--- src/rtl/cache_mem_arbiter_pkg.sv ---
// -----------------------------------------------------------------------------
// cache_mem_arbiter_pkg
// Shared types and constants for the I/D-cache to memory arbiter on the lc3b
// CPU top level: bus widths, line/word/select types, arbiter state encodings
// and the round-robin owner type.
// No ports (package).
// -----------------------------------------------------------------------------
package cache_mem_arbiter_pkg;

  localparam int ADDR_W = 16;
  localparam int LINE_W = 128;
  localparam int SEL_W  = LINE_W / 8;

  typedef logic [ADDR_W-1:0] lc3b_word;
  typedef logic [LINE_W-1:0] lc3b_line;
  typedef logic [SEL_W-1:0]  lc3b_sel;

  // State encoding doubles as the grant vector: 01 = I owns memory, 10 = D.
  localparam logic [1:0] ST_IDLE  = 2'b00;
  localparam logic [1:0] ST_GNT_I = 2'b01;
  localparam logic [1:0] ST_GNT_D = 2'b10;

  typedef enum logic [1:0] {
    ARB_IDLE  = ST_IDLE,
    ARB_GNT_I = ST_GNT_I,
    ARB_GNT_D = ST_GNT_D
  } arb_state_t;

  typedef enum logic {
    OWN_I = 1'b0,
    OWN_D = 1'b1
  } arb_owner_t;

endpackage

--- src/rtl/cache_mem_arbiter_if.sv ---
// -----------------------------------------------------------------------------
// Bus interfaces used by cache_mem_arbiter.
//  cache_mem_arbiter_if     : one cache_control master <-> arbiter link
//    master drives cyc/stb/we/adr/dat_w/sel, slave returns ack/err/dat_r
//  cache_mem_arbiter_mem_if : arbiter <-> physical memory link
//    master drives cyc/stb/we/adr/dat_w/sel, slave returns ack/dat_r
//    (memory has no error signal; aborts come from the arbiter watchdog)
// -----------------------------------------------------------------------------
interface cache_mem_arbiter_if;
  import cache_mem_arbiter_pkg::*;

  logic     cyc;
  logic     stb;
  logic     we;
  lc3b_word adr;
  lc3b_line dat_w;
  lc3b_sel  sel;
  logic     ack;
  logic     err;
  lc3b_line dat_r;

  modport master (
    output cyc, stb, we, adr, dat_w, sel,
    input  ack, err, dat_r
  );

  modport slave (
    input  cyc, stb, we, adr, dat_w, sel,
    output ack, err, dat_r
  );
endinterface

interface cache_mem_arbiter_mem_if;
  import cache_mem_arbiter_pkg::*;

  logic     cyc;
  logic     stb;
  logic     we;
  lc3b_word adr;
  lc3b_line dat_w;
  lc3b_sel  sel;
  logic     ack;
  lc3b_line dat_r;

  modport master (
    output cyc, stb, we, adr, dat_w, sel,
    input  ack, dat_r
  );

  modport slave (
    input  cyc, stb, we, adr, dat_w, sel,
    output ack, dat_r
  );
endinterface

--- src/rtl/cache_mem_arbiter_watchdog.sv ---
// -----------------------------------------------------------------------------
// arb_watchdog
// Counts grant cycles that pass without a memory ack and flags the cycle in
// which the count reaches TIMEOUT, so the arbiter can abort a stuck transfer.
// TIMEOUT = 0 disables the watchdog (expired never asserts).
// Ports:
//  clk     in  clock
//  rst     in  synchronous active-high reset
//  clear   in  zero the count (asserted on every grant change)
//  run     in  a grant cycle without ack; count advances
//  expired out combinational: this run cycle is cycle TIMEOUT of the grant
// -----------------------------------------------------------------------------
module arb_watchdog #(
  parameter int TIMEOUT = 255
) (
  input  logic clk,
  input  logic rst,
  input  logic clear,
  input  logic run,
  output logic expired
);

  localparam int CNT_W = (TIMEOUT > 1) ? $clog2(TIMEOUT + 1) : 1;
  // Count is 0 in the first grant cycle, so cycle TIMEOUT sees TIMEOUT-1.
  localparam logic [CNT_W-1:0] LIMIT = (TIMEOUT > 0) ? CNT_W'(TIMEOUT - 1) : {CNT_W{1'b0}};

  logic [CNT_W-1:0] r_count;

  // Stall counter; saturates so a disabled watchdog never wraps.
  always_ff @(posedge clk) begin
    if (rst) begin
      r_count <= {CNT_W{1'b0}};
    end else if (clear) begin
      r_count <= {CNT_W{1'b0}};
    end else if (run && (r_count != {CNT_W{1'b1}})) begin
      r_count <= r_count + CNT_W'(1);
    end else begin
      r_count <= r_count;
    end
  end

  assign expired = (TIMEOUT > 0) && run && (r_count == LIMIT);

endmodule

--- src/rtl/cache_mem_arbiter.sv ---
// -----------------------------------------------------------------------------
// cache_mem_arbiter
// Shares one Wishbone-style memory port between the I-cache and D-cache
// controllers. One master is granted at a time (round-robin on ties), its
// request is forwarded to memory and ack/err are routed back to it only.
// Ports:
//  clk      in   clock, all state on posedge
//  rst      in   synchronous active-high reset
//  ic_bus   slave  I-cache request in, ack/err/dat_r out
//  dc_bus   slave  D-cache request in, ack/err/dat_r out
//  mem_bus  master request to memory, ack/dat_r from memory
//  o_grant  out  01 = I owns memory, 10 = D, 00 = none
// -----------------------------------------------------------------------------
module cache_mem_arbiter
  import cache_mem_arbiter_pkg::*;
#(
  parameter int TIMEOUT = 255
) (
  input  logic                    clk,
  input  logic                    rst,
  cache_mem_arbiter_if.slave      ic_bus,
  cache_mem_arbiter_if.slave      dc_bus,
  cache_mem_arbiter_mem_if.master mem_bus,
  output logic [1:0]              o_grant
);

  logic [1:0] r_state;
  arb_owner_t r_last;
  logic [1:0] w_next;

  logic w_req_i;
  logic w_req_d;
  logic w_gnt_i;
  logic w_gnt_d;
  logic w_own_cyc;
  logic w_own_stb;
  logic w_wd_run;
  logic w_wd_clear;
  logic w_expired;

  assign w_req_i = ic_bus.cyc & ic_bus.stb;
  assign w_req_d = dc_bus.cyc & dc_bus.stb;
  assign w_gnt_i = (r_state == ST_GNT_I);
  assign w_gnt_d = (r_state == ST_GNT_D);

  assign w_own_cyc = (w_gnt_i & ic_bus.cyc) | (w_gnt_d & dc_bus.cyc);
  assign w_own_stb = (w_gnt_i & ic_bus.stb) | (w_gnt_d & dc_bus.stb);

  // The watchdog only ages a live transfer; an ack in the same cycle wins.
  assign w_wd_run   = w_own_cyc & ~mem_bus.ack;
  assign w_wd_clear = (w_next != r_state);

  arb_watchdog #(
    .TIMEOUT (TIMEOUT)
  ) u_watchdog (
    .clk     (clk),
    .rst     (rst),
    .clear   (w_wd_clear),
    .run     (w_wd_run),
    .expired (w_expired)
  );

  // Next-state logic: arbitration in IDLE, completion/abandon/abort in GNT.
  always_comb begin
    w_next = r_state;
    case (r_state)
      ST_IDLE: begin
        if (w_req_i && w_req_d) begin
          // Tie: whoever was not granted last wins.
          if (r_last == OWN_D) begin
            w_next = ST_GNT_I;
          end else begin
            w_next = ST_GNT_D;
          end
        end else if (w_req_i) begin
          w_next = ST_GNT_I;
        end else if (w_req_d) begin
          w_next = ST_GNT_D;
        end else begin
          w_next = ST_IDLE;
        end
      end
      ST_GNT_I: begin
        if (mem_bus.ack) begin
          // Hand straight over to a waiting D; I must pass IDLE to re-win.
          w_next = w_req_d ? ST_GNT_D : ST_IDLE;
        end else if (!ic_bus.cyc || w_expired) begin
          w_next = ST_IDLE;
        end else begin
          w_next = ST_GNT_I;
        end
      end
      ST_GNT_D: begin
        if (mem_bus.ack) begin
          w_next = w_req_i ? ST_GNT_I : ST_IDLE;
        end else if (!dc_bus.cyc || w_expired) begin
          w_next = ST_IDLE;
        end else begin
          w_next = ST_GNT_D;
        end
      end
      default: begin
        w_next = ST_IDLE;
      end
    endcase
  end

  // State register and round-robin pointer (reset to I so the first tie goes to D).
  always_ff @(posedge clk) begin
    if (rst) begin
      r_state <= ST_IDLE;
      r_last  <= OWN_I;
    end else begin
      r_state <= w_next;
      if (w_next == ST_GNT_I) begin
        r_last <= OWN_I;
      end else if (w_next == ST_GNT_D) begin
        r_last <= OWN_D;
      end else begin
        r_last <= r_last;
      end
    end
  end

  // Memory side: owner's request, dropped in the abort cycle.
  // Address/data/select default to D when idle (don't-care there).
  assign mem_bus.cyc   = w_own_cyc & ~w_expired;
  assign mem_bus.stb   = w_own_stb & ~w_expired;
  assign mem_bus.we    = (w_gnt_i & ic_bus.we) | (w_gnt_d & dc_bus.we);
  assign mem_bus.adr   = w_gnt_i ? ic_bus.adr   : dc_bus.adr;
  assign mem_bus.dat_w = w_gnt_i ? ic_bus.dat_w : dc_bus.dat_w;
  assign mem_bus.sel   = w_gnt_i ? ic_bus.sel   : dc_bus.sel;

  // Master side: ack/err only to the owner; read data broadcast.
  assign ic_bus.ack   = w_gnt_i & mem_bus.ack;
  assign dc_bus.ack   = w_gnt_d & mem_bus.ack;
  assign ic_bus.err   = w_gnt_i & w_expired;
  assign dc_bus.err   = w_gnt_d & w_expired;
  assign ic_bus.dat_r = mem_bus.dat_r;
  assign dc_bus.dat_r = mem_bus.dat_r;

  assign o_grant = r_state;

endmodule

--- src/flat_wrapper.sv ---
// flat-port wrapper written by rule: the top's interface ports become plain ports
module cache_mem_arbiter_flat import cache_mem_arbiter_pkg::*;
#(
  parameter int TIMEOUT = 255
)
  (clk, rst, o_grant, ic_bus_cyc, ic_bus_stb, ic_bus_we, ic_bus_adr, ic_bus_dat_w, ic_bus_sel, ic_bus_ack, ic_bus_err, ic_bus_dat_r, dc_bus_cyc, dc_bus_stb, dc_bus_we, dc_bus_adr, dc_bus_dat_w, dc_bus_sel, dc_bus_ack, dc_bus_err, dc_bus_dat_r, mem_bus_cyc, mem_bus_stb, mem_bus_we, mem_bus_adr, mem_bus_dat_w, mem_bus_sel, mem_bus_ack, mem_bus_dat_r);
  cache_mem_arbiter_if ic_bus_i ();
  cache_mem_arbiter_if dc_bus_i ();
  cache_mem_arbiter_mem_if mem_bus_i ();
  input  logic clk;
  input  logic rst;
  output logic [1:0] o_grant;
  input wire logic [$bits(ic_bus_i.cyc)-1:0] ic_bus_cyc;
  input wire logic [$bits(ic_bus_i.stb)-1:0] ic_bus_stb;
  input wire logic [$bits(ic_bus_i.we)-1:0] ic_bus_we;
  input wire logic [$bits(ic_bus_i.adr)-1:0] ic_bus_adr;
  input wire logic [$bits(ic_bus_i.dat_w)-1:0] ic_bus_dat_w;
  input wire logic [$bits(ic_bus_i.sel)-1:0] ic_bus_sel;
  output wire logic [$bits(ic_bus_i.ack)-1:0] ic_bus_ack;
  output wire logic [$bits(ic_bus_i.err)-1:0] ic_bus_err;
  output wire logic [$bits(ic_bus_i.dat_r)-1:0] ic_bus_dat_r;
  input wire logic [$bits(dc_bus_i.cyc)-1:0] dc_bus_cyc;
  input wire logic [$bits(dc_bus_i.stb)-1:0] dc_bus_stb;
  input wire logic [$bits(dc_bus_i.we)-1:0] dc_bus_we;
  input wire logic [$bits(dc_bus_i.adr)-1:0] dc_bus_adr;
  input wire logic [$bits(dc_bus_i.dat_w)-1:0] dc_bus_dat_w;
  input wire logic [$bits(dc_bus_i.sel)-1:0] dc_bus_sel;
  output wire logic [$bits(dc_bus_i.ack)-1:0] dc_bus_ack;
  output wire logic [$bits(dc_bus_i.err)-1:0] dc_bus_err;
  output wire logic [$bits(dc_bus_i.dat_r)-1:0] dc_bus_dat_r;
  output wire logic [$bits(mem_bus_i.cyc)-1:0] mem_bus_cyc;
  output wire logic [$bits(mem_bus_i.stb)-1:0] mem_bus_stb;
  output wire logic [$bits(mem_bus_i.we)-1:0] mem_bus_we;
  output wire logic [$bits(mem_bus_i.adr)-1:0] mem_bus_adr;
  output wire logic [$bits(mem_bus_i.dat_w)-1:0] mem_bus_dat_w;
  output wire logic [$bits(mem_bus_i.sel)-1:0] mem_bus_sel;
  input wire logic [$bits(mem_bus_i.ack)-1:0] mem_bus_ack;
  input wire logic [$bits(mem_bus_i.dat_r)-1:0] mem_bus_dat_r;
  assign ic_bus_i.cyc = ic_bus_cyc;
  assign ic_bus_i.stb = ic_bus_stb;
  assign ic_bus_i.we = ic_bus_we;
  assign ic_bus_i.adr = ic_bus_adr;
  assign ic_bus_i.dat_w = ic_bus_dat_w;
  assign ic_bus_i.sel = ic_bus_sel;
  assign ic_bus_ack = ic_bus_i.ack;
  assign ic_bus_err = ic_bus_i.err;
  assign ic_bus_dat_r = ic_bus_i.dat_r;
  assign dc_bus_i.cyc = dc_bus_cyc;
  assign dc_bus_i.stb = dc_bus_stb;
  assign dc_bus_i.we = dc_bus_we;
  assign dc_bus_i.adr = dc_bus_adr;
  assign dc_bus_i.dat_w = dc_bus_dat_w;
  assign dc_bus_i.sel = dc_bus_sel;
  assign dc_bus_ack = dc_bus_i.ack;
  assign dc_bus_err = dc_bus_i.err;
  assign dc_bus_dat_r = dc_bus_i.dat_r;
  assign mem_bus_cyc = mem_bus_i.cyc;
  assign mem_bus_stb = mem_bus_i.stb;
  assign mem_bus_we = mem_bus_i.we;
  assign mem_bus_adr = mem_bus_i.adr;
  assign mem_bus_dat_w = mem_bus_i.dat_w;
  assign mem_bus_sel = mem_bus_i.sel;
  assign mem_bus_i.ack = mem_bus_ack;
  assign mem_bus_i.dat_r = mem_bus_dat_r;
  cache_mem_arbiter #(.TIMEOUT(TIMEOUT)) u_core (.clk(clk), .rst(rst), .ic_bus(ic_bus_i), .dc_bus(dc_bus_i), .mem_bus(mem_bus_i), .o_grant(o_grant));
endmodule
--- config.mk ---
export PLATFORM = sky130hd
export DESIGN_NAME = cache_mem_arbiter_flat
export DESIGN_NICKNAME = d
export VERILOG_FILES = /design/src/rtl/cache_mem_arbiter_pkg.sv /design/src/rtl/cache_mem_arbiter_if.sv /design/src/rtl/cache_mem_arbiter_watchdog.sv /design/src/rtl/cache_mem_arbiter.sv /design/src/flat_wrapper.sv
export SDC_FILE = /design/constraint.sdc
export NUM_CORES = 1
export LEC_CHECK = 0
export ABC_CLOCK_PERIOD_IN_PS = 2000
export BUFFER_PORTS_ARGS = -buffer_cell sky130_fd_sc_hd__buf_2
export CORE_AREA = 8 8 336 338
export DETAILED_ROUTE_END_ITERATION = 12
export DIE_AREA = 0 0 344 346
export GPL_ROUTABILITY_DRIVEN = 0
export HOLD_SLACK_MARGIN = 0.02
export PLACE_DENSITY = 0.3
export SKIP_LAST_GASP = 1
export SLEW_MARGIN = 25
export SYNTH_ARGS = -nofsm -noshare
export SYNTH_HDL_FRONTEND = slang
export SYNTH_SLANG_ARGS = --single-unit
--- constraint.sdc ---
create_clock -name clk -period 2 [get_ports clk]
set_input_delay 0.4 -clock clk [delete_from_list [all_inputs] [get_ports clk]]
set_output_delay 0.4 -clock clk [all_outputs]
set_load 0.01 [all_outputs]
==> key figures, run 1 <==
Critical path
  • Arrival time worst endpoint: 1.64 ns
  • CP endpoint: mem_bus_dat_w[44]
  • Worst r2r path cells: 6
  • R2R Path Start: u_core.o_grant[0]
  • Setup CP Type: flip-flop to output port
  • Critical Path Fanout Max: 8
  • Startpoint Class: flip-flop
  • R2R setup slack: 0.26 ns
  • Worst Path Required: 1.60 ns
  • Worst r2r dst: u_core.u_watchdog.r_count[5]
  • Setup crit end kind: output port
  • Critical Path Source: u_core.o_grant[0]

STA
  • Max_slew headroom: 0.748
  • Clk_skew: around 0.0043 ns
  • Setup tns final: -0.297 ns
  • Slew @ Worst Pin: 0.378 ns
  • Setup Viol. Count Final: 13
  • Final worst path period share: 1.02
  • F_max: 489 MHz
  • Worst hold slack: between 0.3 and 0.4 ns
  • Final Hold Vio Count: 0
  • Max Slew Vio Count: 0
  • Tmin final: between 2 and 2.5 ns
  • RSZ-0062 raised after global routing: true
  • Final worst slack: -0.0434 ns

Synth
  • Share of the synthesized area in the top cell type: 0.416
  • EDFF count, synth: 0
  • Synth Cell Area: 0.00462 mm2
  • Sequential area share after synthesis: 0.0477
  • Syn Nets: 1319
  • Synth area leader: buf_4
  • Syn Inst Count: 860
  • Top_reg_cell synth: dfxtp_1
  • Top post-synthesis cells by count: nand2_1, buf_4, clkbuf_1
  • FF+latch count, synth: 11
  • Syn Area/Cell: 5.37 um2
  • Async SR Flop Fraction: 0
  • Synth top area cells: buf_4, nand2_1, dfxtp_1
  • Distinct cells, synth: 44
  • Yosys Warn Count: 0
  • Most frequent cell after synthesis: nand2_1

GRT
  • Largest net degree at the start of global routing: 26
  • Number of global-route vias before repair: 6615
  • First-pass GRT wire length: 76500 um
  • Total track usage: 0.0996
  • Global route total overflow: 0
  • Initial antenna violation count: 19

Clock tree
  • H-tree Lvls: 1
  • Clock sink count: 11
  • Clock Path Buffers: 2
  • Worst-Skew Late Latency: 0.24 ns
  • TritonCTS Buffers: 3
  • CTS tree: built
  • Clk slew on worst S/H paths: 0.05 ns
  • Root buffer cell: clkbuf_16

Place
  • Number of placed cells counting well taps: 2520
  • Hpwl dp: 58800 um
  • Pre-CTS setup slack: -0.0540 ns
  • Cell Area, Placed: 0.00756 mm2
  • Port Buffers: between 400 and 500

Outcome
  • Failing checks: negative setup slack
  • Status: finished with violations

Pwr
  • Peak VDD IR: 0.000205 V
  • Pwr dens: around 310 mW/mm2
  • Static leakage: 4.45 nW

Final layout
  • Fin area: 0.00879 mm2
  • Share of layout cells above drive strength 1: 0.576
  • Area delta synth->final: 90.5%
  • Final nets: 1592
  • Post-route insts no fill: between 2000 and 3000
  • Fillers: 12904

Die
  • Row count: 121
  • Die H: 346 um
  • Die width: 344 um
  • # IOs: 882
  • Die area: 0.119 mm2
  • CORE AREA: 0.108 mm2
  • Starting density of the core: 0.0428

Route
  • Vias per cell: approximately 2.5
  • WL/cell: 25.7 um
  • Vias: 6311
  • Drt initial violations: 220
  • DRC: 0
  • DRT antenna net count: 0
  • Detailed-route wire length: 65500 um
  • TritonRoute pass-1 iters: 4

Hold path
  • Type of the most critical hold path: primary input to flip-flop

Flow run
  • MaxCap Viol Count: 0
worst min-delay path by stage:
stage,slack [ns],cells past startpoint,end,start
final,0.38,2,u_core.o_grant[1],rst
after global placement,0.49,2,u_core.u_watchdog.r_count[7],u_core.u_watchdog.r_count[7]
after global routing,0.41,2,u_core.o_grant[1],rst
after floorplan,0.45,2,u_core.u_watchdog.r_count[7],u_core.u_watchdog.r_count[7]
after detailed placement,0.49,2,u_core.u_watchdog.r_count[7],u_core.u_watchdog.r_count[7]
after CTS,0.39,2,u_core.o_grant[1],rst
registers in the layout (all words and copies together), names as in the netlist:
name and cells:
u_core.u_watchdog.r_count 8, u_core.r_last 1, u_core.o_grant 2
cell usage in the layout (no fill, tap or decap), types with 2 or more instances in the layout:
cell,instances
buf_12,31
a31oi_1,2
nand2_2,54
nand2_1,410
o21ai_0,6
buf_8,5
buf_16,9
ha_1,2
nand3b_1,2
a22o_1,2
dfxtp_4,2
buf_4,69
clkbuf_16,8
nand2_4,20
and2_1,4
and3_1,3
nand3_1,3
or2_2,2
a22oi_1,2
a21oi_1,8
buf_6,46
buf_2,395
nor2_1,5
dfxtp_1,9
diode_2,2
nor3_1,3
final cells by class:
type	count	area [um2]	share of cell area
antenna	2	5.00	0.000569
clock buffer	4	78.8	0.00896
inverter	1	3.75	0.000427
multi-input combinational	555	2620	0.298
sequential	11	228	0.0259
tap	1414	1770	0.201
timing repair buffer	561	4090	0.465
stage by stage:
stage                     power, W  utilization
after floorplan            0.00127            -
after global placement     0.00218       0.0702
after detailed placement   0.00218       0.0702
after CTS                  0.00277       0.0768
after global routing       0.00298       0.0815
final                      0.00276       0.0816
metal layers:
| metal | vias to the layer above | track usage | routed length, um |
|---|---|---|---|
| met4 | 6 | 0.0126 | 1070 |
| met3 | 78 | 0.0620 | 9740 |
| li1 | 2921 | - | - |
| met5 | - | 0 | 38 |
| met1 | 2653 | 0.108 | 24300 |
| met2 | 653 | 0.168 | 30300 |
power breakdown:
part,total (W),switching (W),internal (W)
registers,0.000228,0.00000474,0.000223
logic,0.00215,0.00120,0.000952
clock network,0.000378,0.000109,0.000269
total,0.00276,0.00131,0.00144
repair_timing:
| action | 4_1_cts | 5_1_grt |
|---|---|---|
| setup buffers | 10 | 2 |
| endpoints found under the setup margin | 157 | 141 |
| gates resized for setup | 142 | 109 |
| gates cloned | 5 | 6 |
| pin swaps | 12 | 24 |
| hold buffers | 0 | 0 |
cell families after synthesis:
logic type	count (synthesis)	synth area share
buffers and inverters	294	0.451
DFF	11	0.0477
AOI/OAI and AO/OA	31	0.0472
and+or+nand+nor	520	0.445
adders and majority gates	2	0.00542
xor gates and xnor gates	2	0.00379
critical path: stages (launching register included):
cell	delay, ns
dfxtp_4	0.35
nor2b_4	0.15
buf_12	0.16
buf_16	0.16
buf_12	0.14
buf_16	0.14
nand2_4	0.05
nand2_4	0.07
buf_12	0.13
Power figures use the tool's default switching activity.
==> run 2, diff against run 1 <==
Settings changed: MAX_ROUTING_LAYER set to met4, REMOVE_ABC_BUFFERS set to 1.
==> run 2 against run 1 <==
  * Clock-buffer cell count unchanged
  * Register-to-register slack about the same
  * The run still ends with negative setup slack left
  * Combinational power up 6%
  * Wire length increased by 52%
==> key figures, run 2 (same netlist as run 1, synthesis figures left out) <==
Final layout
  • Largest register by flop count: u_core.u_watchdog.r_count
  • Multi-input logic area: roughly 0.0027 mm2
  • Post-route insts no fill: 2552
  • Register area: 225 um2
  • Fillers: 12886
  • Most frequent cells in the layout: buf_2, nand2_1, nand2_2, buf_12, buf_4
  • Share of layout cells above drive strength 1: 0.601
  • Most common cell after layout, fill and taps aside: buf_2
  • Max reg flops: 8
  • Area delta synth->final: 95.4%
  • Final nets: approximately 1600

Critical path
  • Arrival time worst endpoint: 1.69 ns
  • Worst r2r dst: u_core.u_watchdog.r_count[2]
  • Setup crit end kind: output port
  • Worst r2r path cells: 6
  • Setup CP Type: flip-flop to output port
  • CP endpoint: mem_bus_dat_w[45]
  • R2R setup slack: 0.26 ns
  • Worst Path Required: 1.60 ns
  • R2R Path Start: u_core.o_grant[0]
  • Critical Path Source: u_core.o_grant[1]
  • Critical Path Fanout Max: 10
  • Startpoint Class: flip-flop

Place
  • Hpwl dp: 86500 um
  • Port Buffers: 497
  • Number of placed cells counting well taps: 2525
  • Pre-CTS setup slack: -0.345 ns

Die
  • # IOs: slightly below 900
  • Row count: 121
  • Die area: 0.119 mm2
  • CORE AREA: 0.108 mm2
  • Die H: 346 um
  • Starting density of the core: 0.0428
  • Die width: 344 um

GRT
  • First-pass GRT wire length: 117000 um
  • Initial antenna violation count: 11
  • Largest net degree at the start of global routing: 34
  • Number of global-route vias before repair: between 7000 and 8000
  • Total track usage: 0.164
  • Global route total overflow: 0

Clock tree
  • Worst-Skew Late Latency: 0.24 ns
  • Root buffer cell: clkbuf_16
  • Clk slew on worst S/H paths: 0.05 ns
  • CTS tree: built
  • Clock sink count: 11
  • H-tree Lvls: 1
  • TritonCTS Buffers: 3
  • Clock Path Buffers: 2

STA
  • Slew @ Worst Pin: approximately 0.36 ns
  • Final worst slack: -0.0907 ns
  • RSZ-0062 raised after global routing: true
  • Max_slew headroom: 0.763
  • Clk_skew: 0.00533 ns
  • Setup tns final: -2.93 ns
  • Setup Viol. Count Final: 69
  • Max Slew Vio Count: 0
  • Worst hold slack: between 0.3 and 0.4 ns
  • Final Hold Vio Count: 0
  • Tmin final: between 2 and 2.5 ns
  • F_max: around 480 MHz
  • Final worst path period share: 1.05

Pwr
  • Static leakage: 4.48 nW
  • Total chip power: 0.00289 W
  • Comb pwr share: 0.789
  • Part of the power in registers: 0.079
  • Clock share of power: 0.133
  • Sw frac: 0.479
  • Peak VDD IR: 0.000217 V
  • Internal power: about 0.0015 W
  • Pwr dens: 321 mW/mm2
  • NetSw: between 0.001 and 0.0015 W

Route
  • WL/cell: around 40 um
  • DRC: 0
  • Drt initial violations: 335
  • DRT antenna net count: 0
  • TritonRoute pass-1 iters: 4
  • Vias: around 7000
  • Vias per cell: 2.74
  • Detailed-route wire length: 99600 um

Hold path
  • Type of the most critical hold path: primary input to flip-flop

Flow run
  • MaxCap Viol Count: 0

Outcome
  • Failing checks: negative setup slack
  • Status: finished with violations
## run 2: final cells by class
cell class | count | area share
well taps | 1414 | 0.196
diodes | 7 | 0.00194
flip-flops and latches | 11 | 0.0250
repair buffers | 560 | 0.468
multi-input cells | 555 | 0.299
inverters | 1 | 0.000416
clock buffers | 4 | 0.00874
## run 2: routing by layer
layer / vias to the layer above / part of all wire / track usage / wire, um
met2: 877 / 0.35 / 0.203 / 35200
li1: 2927 / - / - / -
met4: 0 / 0.0066 / 0.0138 / 658
met3: 24 / 0.20 / 0.147 / 20400
met1: 3165 / 0.43 / 0.199 / 43300
met5: - / 0 / - / 0
## run 2: what timing repair did
item / 4_1_cts / 5_1_grt
setup endpoints to repair: 159 / 164
cloned: 1 / 4
buffers inserted: 7 / 5
resized for setup: 153 / 89
hold buffers: 0 / 0
pin swaps: 6 / 13
## run 2: how the worst min path moves through the flow
stage	cells after the start	slack [ns]	startpoint	to
floorplan	2	0.45	u_core.u_watchdog.r_count[7]	u_core.u_watchdog.r_count[7]
finish	2	0.39	rst	u_core.r_last
global placement	2	0.50	u_core.u_watchdog.r_count[7]	u_core.u_watchdog.r_count[7]
global route	2	0.41	rst	u_core.r_last
detailed placement	2	0.49	u_core.u_watchdog.r_count[7]	u_core.u_watchdog.r_count[7]
CTS	2	0.39	rst	u_core.r_last
## run 2: stage by stage
step | cell area [um2] | util
finish | 9020 | 0.0837
global route | 9020 | 0.0837
CTS | 8580 | 0.0796
floorplan | 2540 | -
global placement | 7930 | 0.0736
detailed placement | 7930 | 0.0736
## run 2: power groups by stage
stage               logic, W  clock network, W  registers, W
floorplan           0.000526                 0      0.000234
global placement     0.00215                 0      0.000232
detailed placement   0.00214                 0      0.000232
CTS                  0.00231          0.000392      0.000228
global route         0.00251          0.000407      0.000229
finish               0.00228          0.000383      0.000228
## run 2: critical path: stages (launching register included)
cell and delay, ns:
dfxtp_2 0.33, buf_6 0.12, nor2b_4 0.13, buf_12 0.15, buf_16 0.16, buf_8 0.15, nand2_2 0.14, nand2_4 0.11
buf_12 0.11
==> run 3, diff against run 2 <==
Settings changed: CAP_MARGIN set to 5, CTS_BUF_LIST set to sky130_fd_sc_hd__clkbuf_8 sky130_fd_sc_hd__clkbuf_16.
==> run 3 against run 2 <==
  * The flow still finishes with violations (negative setup slack)
  * Clock power decreased by 1%
  * First-iteration DRC count is the same
  * Cell count unchanged
  * Sequential power about the same
  * Wire length hardly changed
  * Register-to-register slack barely moved
  * Worst setup slack about the same
  * Largest power group unchanged
  * Critical endpoint unchanged
  * Sequential cell count unchanged
  * Core utilization stayed put
  * Power decreased by 0.17%
==> key figures, run 3 (same netlist as run 1, synthesis figures left out) <==
Outcome
  • Status: finished with violations
  • Failing checks: negative setup slack

Route
  • Vias per cell: approximately 2.7
  • Vias: 6993
  • WL/cell: 39.0 um
  • DRC: 0
  • Detailed-route wire length: about 100000 um
  • Drt initial violations: 335
  • TritonRoute pass-1 iters: 4
  • DRT antenna net count: 0

STA
  • Final worst path period share: 1.05
  • Final Hold Vio Count: 0
  • Tmin final: between 2 and 2.5 ns
  • Max_slew headroom: 0.763
  • Setup Viol. Count Final: 69
  • Slew @ Worst Pin: between 0.3 and 0.4 ns
  • Clk_skew: roughly 0.0055 ns
  • Setup tns final: -2.94 ns
  • Max Slew Vio Count: 0
  • Worst hold slack: between 0.3 and 0.4 ns
  • F_max: 478 MHz
  • Final worst slack: -0.0909 ns
  • RSZ-0062 raised after global routing: true

GRT
  • Global route total overflow: 0
  • Number of global-route vias before repair: 7484
  • First-pass GRT wire length: 117000 um
  • Largest net degree at the start of global routing: 34
  • Initial antenna violation count: 11
  • Total track usage: 0.164

Critical path
  • Crit path buf inv count: 5
  • CP endpoint: mem_bus_dat_w[45]
  • Setup crit end kind: output port
  • Worst r2r dst: u_core.u_watchdog.r_count[2]
  • Top delay family on crit path: buffers and inverters
  • Slowest-stage cell, CP: dfxtp_2
  • Setup CP Type: flip-flop to output port
  • Critical Path Source: u_core.o_grant[1]
  • CP dominant cell by count: buf_12
  • Total number of cells along the worst setup path: 8
  • R2R Path Start: u_core.o_grant[0]
  • R2R setup slack: 0.26 ns
  • Startpoint Class: flip-flop
  • Critical path, cell by cell: buf_6 > nor2b_4 > buf_12 > buf_16 > buf_8 > nand2_2 > nand2_4 > buf_12
  • Slowest cell delay on critical path: 0.33 ns
  • Arrival time worst endpoint: 1.69 ns
  • Worst r2r path cells: 6
  • Critical Path Fanout Max: 10
  • Worst Path Required: 1.60 ns

Die
  • Die width: 344 um
  • Row count: 121
  • Starting density of the core: 0.0428
  • CORE AREA: 0.108 mm2
  • Die area: approximately 0.12 mm2
  • # IOs: just under 900
  • Die H: 346 um

Clock tree
  • Clock Path Buffers: 2
  • Clock sink count: 11
  • TritonCTS Buffers: 3
  • CTS tree: built
  • Root buffer cell: clkbuf_16
  • Clk slew on worst S/H paths: approximately 0.050 ns
  • Worst-Skew Late Latency: 0.25 ns
  • H-tree Lvls: 1

Final layout
  • Fillers: 12886
  • Share of layout cells above drive strength 1: 0.601
  • Multi-input logic area: 0.00270 mm2
  • Area delta synth->final: 95.4%
  • Most frequent cells in the layout: buf_2, nand2_1, nand2_2, buf_12, buf_4
  • Max reg flops: 8
  • Most common cell after layout, fill and taps aside: buf_2
  • Register area: about 230 um2
  • Largest register by flop count: u_core.u_watchdog.r_count
  • Final nets: 1591

Flow run
  • MaxCap Viol Count: 0

Place
  • Hpwl dp: 86500 um
  • Port Buffers: 497

Pwr
  • Static leakage: between 4 and 5 nW
  • Peak VDD IR: around 0.00022 V
  • Pwr dens: 320 mW/mm2

Hold path
  • Type of the most critical hold path: primary input to flip-flop
[run 3: changes by cell type in the layout (fill, tap and decap cells not counted), sizes merged]
cell    previous run  this run
clkbuf             8         7
inv                1         2
[run 3: worst min path at each step]
| stage | startpoint | end | slack [ns] | depth (start not counted) |
|---|---|---|---|---|
| 2_1_floorplan | u_core.u_watchdog.r_count[7] | u_core.u_watchdog.r_count[7] | 0.45 | 2 |
| 3_3_place_gp | u_core.u_watchdog.r_count[7] | u_core.u_watchdog.r_count[7] | 0.50 | 2 |
| 3_5_place_dp | u_core.u_watchdog.r_count[7] | u_core.u_watchdog.r_count[7] | 0.49 | 2 |
| 4_1_cts | rst | u_core.r_last | 0.39 | 2 |
| 5_1_grt | rst | u_core.r_last | 0.41 | 2 |
| 6_report | rst | u_core.r_last | 0.39 | 2 |
[run 3: power by group]
part           switching (W)  internal, W  total, W
clock network       0.000114     0.000264  0.000378
logic                0.00127      0.00101   0.00228
registers         0.00000411     0.000224  0.000228
total                0.00138      0.00150   0.00289
[run 3: layer usage]
| metal | up-vias | part of all wire | global-route usage |
|---|---|---|---|
| met3 | 24 | 0.20 | 0.147 |
| met4 | 0 | 0.0066 | 0.0138 |
| met5 | - | 0 | - |
| met1 | 3165 | 0.43 | 0.199 |
| li1 | 2927 | - | - |
| met2 | 877 | 0.35 | 0.203 |
[run 3: area by class of cell]
| cell class | instances | share of cell area |
|---|---|---|
| Multi-Input combinational cell | 555 | 0.299 |
| Sequential cell | 11 | 0.0250 |
| Clock inverter | 1 | 0.000416 |
| Antenna cell | 7 | 0.00194 |
| Clock buffer | 3 | 0.00832 |
| Inverter | 1 | 0.000416 |
| Timing Repair Buffer | 560 | 0.468 |
| Tap cell | 1414 | 0.196 |
[run 3: repair_timing]
action	4_1_cts	5_1_grt
hold endpoints to repair	0	0
hold buffers	0	0
cloned	1	4
setup buffers	7	5
gates resized for setup	153	89
pin swaps	6	13
setup endpoints to repair	159	164
[run 3: per-stage QoR]
| stage | area [um2] | utilization | setup slack, ns | std cells | power, W |
|---|---|---|---|---|---|
| after CTS | 8580 | 0.0796 | -0.102 | 2537 | 0.00293 |
| after global routing | 9020 | 0.0837 | -0.157 | 2552 | 0.00314 |
| after global placement | 7930 | 0.0736 | -0.316 | 2525 | 0.00239 |
| after detailed placement | 7930 | 0.0736 | -0.345 | 2525 | 0.00237 |
| after floorplan | 2540 | - | -5.01 | 567 | 0.000760 |
| final | 9020 | 0.0837 | -0.0909 | 2552 | 0.00289 |
